$ cat src/rtl/encoder_pkg.sv
// Shared constants, FSM state type and helpers for the registered 4-to-2 encoder.
package encoder_pkg;

    localparam int N_REQ  = 4;
    localparam int CODE_W = 2;

    typedef enum logic [0:0] {
        IDLE  = 1'b0,
        OFFER = 1'b1
    } enc_state_t;

    function automatic logic [2:0] popcount4(input logic [N_REQ-1:0] v);
        logic [2:0] sum;
        sum = '0;
        for (int i = 0; i < N_REQ; i++) begin
            sum = sum + {2'b00, v[i]};
        end
        return sum;
    endfunction

endpackage

$ cat src/rtl/encoder_4x2_seq_pick.sv
// Combinational picker: first set bit of cand searching upward from start, wrapping.
module enc_pick4
    import encoder_pkg::*;
(
    input  logic [N_REQ-1:0]  cand,
    input  logic [CODE_W-1:0] start,
    output logic [CODE_W-1:0] idx,
    output logic              any
);

    logic [CODE_W-1:0] pos [N_REQ];

    // pos[k] is the k-th index visited; the 2-bit add provides the wrap.
    generate
        for (genvar gi = 0; gi < N_REQ; gi++) begin : g_pos
            assign pos[gi] = start + CODE_W'(gi);
        end
    endgenerate

    always_comb begin
        idx = start;
        for (int k = N_REQ - 1; k >= 0; k--) begin
            if (cand[pos[k]]) begin
                idx = pos[k];
            end
        end
    end

    assign any = |cand;

endmodule

$ cat src/rtl/encoder_4x2_seq.sv
// Registered 4-to-2 encoder with sticky pending set and valid/ready output.
// Define ENCODER_ROUND_ROBIN_EN for round-robin selection instead of fixed lowest-index priority.
module encoder_4x2_seq
    import encoder_pkg::*;
#(
    parameter int CNT_W = 8
) (
    input  logic              clk,
    input  logic              rst_n,
    input  logic [N_REQ-1:0]  req,
    output logic [CODE_W-1:0] out_code,
    output logic              out_valid,
    input  logic              out_ready,
    output logic [N_REQ-1:0]  pending,
    output logic              err_multi,
    output logic [CNT_W-1:0]  enc_count
);

    enc_state_t        state_reg, state_next;
    logic [N_REQ-1:0]  pending_reg, pending_next;
    logic [CODE_W-1:0] code_reg, code_next;
    logic [CNT_W-1:0]  count_reg, count_next;
    logic              err_multi_reg;

    logic [N_REQ-1:0]  cand;
    logic [CODE_W-1:0] pick_start;
    logic [CODE_W-1:0] pick_idx;
    logic              pick_any;
    logic [N_REQ-1:0]  pick_onehot;
    logic              load;

    assign cand        = pending_reg | req;
    assign pick_onehot = N_REQ'(1) << pick_idx;

`ifdef ENCODER_ROUND_ROBIN_EN
    logic [CODE_W-1:0] ptr_reg;

    assign pick_start = ptr_reg + CODE_W'(1);

    // Reset value 3 makes the first grant after reset start the search at index 0.
    always_ff @(posedge clk) begin
        if (!rst_n) begin
            ptr_reg <= CODE_W'(N_REQ - 1);
        end else if (load) begin
            ptr_reg <= pick_idx;
        end
    end
`else
    assign pick_start = '0;
`endif

    enc_pick4 u_pick (
        .cand  (cand),
        .start (pick_start),
        .idx   (pick_idx),
        .any   (pick_any)
    );

    always_comb begin
        state_next   = state_reg;
        pending_next = pending_reg;
        code_next    = code_reg;
        count_next   = count_reg;
        load         = 1'b0;
        case (state_reg)
            IDLE: begin
                load = pick_any;
            end
            OFFER: begin
                if (out_ready) begin
                    count_next = count_reg + CNT_W'(1);
                    if (pick_any) begin
                        load = 1'b1;
                    end else begin
                        state_next   = IDLE;
                        pending_next = '0;
                    end
                end else begin
                    pending_next = cand;
                end
            end
            default: begin
                state_next = IDLE;
            end
        endcase
        // A new offer removes only its own bit; re-asserted requests for it stay latched.
        if (load) begin
            code_next    = pick_idx;
            pending_next = cand & ~pick_onehot;
            state_next   = OFFER;
        end
    end

    always_ff @(posedge clk) begin
        if (!rst_n) begin
            state_reg     <= IDLE;
            pending_reg   <= '0;
            code_reg      <= '0;
            count_reg     <= '0;
            err_multi_reg <= 1'b0;
        end else begin
            state_reg     <= state_next;
            pending_reg   <= pending_next;
            code_reg      <= code_next;
            count_reg     <= count_next;
            err_multi_reg <= (popcount4(req) >= 3'd2);
        end
    end

    assign out_code  = code_reg;
    assign out_valid = (state_reg == OFFER);
    assign pending   = pending_reg;
    assign err_multi = err_multi_reg;
    assign enc_count = count_reg;

endmodule

$ cat config.mk
export PLATFORM = sky130hd
export DESIGN_NAME = encoder_4x2_seq
export DESIGN_NICKNAME = d
export VERILOG_FILES = /design/src/rtl/encoder_pkg.sv /design/src/rtl/encoder_4x2_seq_pick.sv /design/src/rtl/encoder_4x2_seq.sv
export SDC_FILE = /design/constraint.sdc
export NUM_CORES = 1
export LEC_CHECK = 0
export BUFFER_PORTS_ARGS = -buffer_cell sky130_fd_sc_hd__buf_2
export CAP_MARGIN = 40
export CORE_UTILIZATION = 24
export CTS_BUF_LIST = sky130_fd_sc_hd__clkbuf_4 sky130_fd_sc_hd__clkbuf_8 sky130_fd_sc_hd__clkbuf_16
export CTS_CLUSTER_DIAMETER = 120
export DETAILED_ROUTE_END_ITERATION = 12
export GPL_TIMING_DRIVEN = 0
export PLACE_DENSITY_LB_ADDON = 0.25
export REMOVE_ABC_BUFFERS = 1
export SLEW_MARGIN = 20
export SYNTH_ARGS = -nofsm -noshare
export SYNTH_HDL_FRONTEND = slang
export SYNTH_SLANG_ARGS = --single-unit
export TNS_END_PERCENT = 50
$ cat constraint.sdc
create_clock -name clk -period 1.25 [get_ports clk]
set_clock_uncertainty 0.15 [all_clocks]
set_input_delay 0.1875 -clock clk [delete_from_list [all_inputs] [get_ports clk]]
set_output_delay 0.1875 -clock clk [all_outputs]
set_load 0.01 [all_outputs]
==> impl_metrics.py <==
metrics = {
    "status": {
        "status": "finished, violations left",
        "violations": "negative setup slack",
    },
    "sta": {
        "rsz0062_at_grt": "yes",
        "relSlewSlack_pct": 70.20,
        "setup_viol": 9,
        "holdWs_ns": 0.0007145,
        "fmax_mhz": 718.4,
        "maxSlewViolCount": 0,
        "period_needed_ns": 1.392,
        "period_share_pct": 111.4,
        "tightest_slew_ns": 0.4466,
        "worst_slack_ns": -0.1419,
        "hold_viol": 0,
    },
    "floorplan": {
        "die_area_um2": 3080,
        "start_util_pct": 25.13,
        "ioPinCount": 23,
        "die_h_um": 55.50,
        "die_w_um": 55.50,
        "num_rows": 19,
        "coreArea_um2": 2734,
    },
    "cells_and_area": {
        "finalCoreUtilization_pct": 37.80,
        "drive_gt1_share_pct": 50.91,
        "fillerInstances": 290,
        "instances_no_fill": 141,
        "synthToLayoutAreaGrowth_pct": 50.46,
        "largest_register_ffs": 8,
        "multi_input_area_um2": 404.1,
        "register_area_um2": 341.6,
        "nets": 120,
        "num_antenna_cells": 0,
    },
    "grt": {
        "grt_util_all_layers_pct": 12.67,
        "grt_overflow_total": 0,
        "grt_pass1_vias": 664,
        "antenna_found_initial": 0,
        "grt_pass1_wl_mm": 2.994,
        "grt_max_degree": 13,
    },
    "placement": {
        "post-dp-hpwl_mm": 1.122,
        "place.port_buffers": 22,
        "post-place-cells": 128,
        "routabilityCongestion": 0.7570,
    },
    "power_and_ir_drop": {
        "power.density_nw_per_um2": 1029,
        "leakage_uw": 0.0004319,
        "ir_worst_vdd_mv": 0.5588,
    },
    "worst_setup_path": {
        "worstSetupEndpointType": "register",
        "start_kind": "register",
        "crit_fanout": 4,
        "critPathRequiredTime_ns": 1.33,
        "arrival_ns": 1.47,
        "reg2reg_depth": 4,
        "crit_type": "register to register",
    },
    "detailed_routing": {
        "ant_nets": 0,
        "drtPass1Iterations": 5,
        "initialDrtViolationCount": 23,
        "dr_total_vias": 702,
        "wl_mm": 1.830,
        "avgRoutedWirePerCell_um": 12.98,
        "via_per_inst": 4.979,
        "route.detailed.drc": 0,
    },
    "synth": {
        "syn-cell-area_um2": 686.9,
        "synthCells": 76,
        "yosysSeqAreaShare_pct": 46.63,
        "ys_ff_latch": 16,
        "yosys_warnings": 0,
        "yosysUniqueCellTypes": 28,
        "synth_area_per_cell_um2": 9.038,
    },
    "hold_path": {
        "hold_depth": 3,
        "hold_class": "input port to register",
    },
    "cts": {
        "cts_buffers": 3,
        "cts_sinks": 16,
        "clock-root-buffer": "clkbuf_4",
        "clockBufferDepth": 2,
        "cts-htree-levels": 1,
        "clk_latency_ns": 0.29,
        "cts_tree": "yes",
        "clk_pin_slew_ns": 0.10,
    },
    "flow_run": {
        "drv_cap": 0,
    },
}
[per-stage QoR]
stage | setup TNS, ns | cell area (µm²) | total power, µW | setup WS [ns]
after floorplan | -0.9570 | 683.2 | 621.9 | -0.1930
after global placement | -1.496 | 832.0 | 672.8 | -0.2253
after global routing | -1.221 | 1033 | 1120 | -0.1945
after detailed placement | -1.723 | 832.0 | 674.3 | -0.2716
final | -0.7171 | 1033 | 1064 | -0.1419
after CTS | -0.7187 | 967.2 | 1051 | -0.1439
[final cells by class]
class	count	share of cell area (%)
clock buffers	4	3.511
inverters	6	2.179
multi-input cells	53	39.10
flip-flops and latches	16	33.05
well taps	31	3.753
repair buffers	31	18.40
[cells in the mapped netlist (all sizes together)]
master	instances	area, µm²
nand2b	1	6.260
o32ai	1	8.760
or4	3	22.52
dfxtp	16	320.3
o211a	1	10.01
a21oi	8	40.04
nor4	1	6.260
o21ai	5	25.02
ha	1	12.51
a211oi	1	7.510
nor3b	1	7.510
clkbuf	1	3.750
nor2	6	22.52
nand3	4	20.02
o31a	1	8.760
inv	6	22.52
o31ai	2	15.01
or2b	1	8.760
nand2	4	15.01
xor2	1	8.760
nand4	3	25.02
or3	4	26.28
xnor2	1	8.760
fa	1	20.02
a221oi	1	8.760
nor2b	1	6.260
[routing by layer]
layer / vias up / GRT usage [%] / wire [µm]
li1: 345 / - / -
met1: 325 / 14.74 / 831
met2: 30 / 21.69 / 870
met3: 2 / 4.918 / 117
met4: 0 / 3.214 / 11
met5: - / 0 / 0
[report_power, final]
part           internal (µW)  total, µW  switching (µW)
clock network            178        360             183
logic                   72.6        147            74.3
registers                531        557            25.3
[worst paths after layout]
path | startpoint | endpoint | slack (ns)
max | enc_count[1] | enc_count[4] | -0.14
min | rst_n | pending[0] | 0.0007
max reg2reg | enc_count[1] | enc_count[4] | -0.14
min reg2reg | enc_count[7] | enc_count[7] | 0.33
[cell families (layout without fill, tap and decap cells)]
group	count (synthesis)	count (layout)	synth area share (%)
AO/OA/AOI/OAI	20	20	18.03
XOR/XNOR	2	2	2.551
adder cells (fa/ha/maj)	2	2	4.736
buffers and inverters	7	41	3.824
flip-flops	16	16	46.63
AND/OR/NAND/NOR	29	29	24.23
[worst max-delay path, stage by stage, from the launching register on]
cell	delay (ns)
dfxtp_4	0.39
ha_4	0.13
nand4_1	0.14
or3_1	0.36
a21oi_2	0.15
[placed cells by master, fill, tap and decap left out, types with 2 or more instances in the layout]
cell type   n
a21oi_1     6
a21oi_2     2
buf_2      21
buf_4       7
buf_6       2
clkbuf_4    3
dfxtp_1     5
dfxtp_2     8
dfxtp_4     3
inv_1       5
nand2_1     4
nand3_1     4
nand4_1     2
nor2_1      6
o21ai_0     4
o31ai_1     2
or3_1       2
or3_4       2
or4_1       3
[repair_timing]
| item | CTS | global route |
|---|---|---|
| pin swaps | 10 | 5 |
| endpoints found under the setup margin | 12 | 11 |
| setup buffers | 4 | 4 |
| hold buffers | 1 | 0 |
| gates resized for setup | 19 | 11 |
| hold endpoints to repair | 1 | 0 |
(Power assumes the default switching activity.)
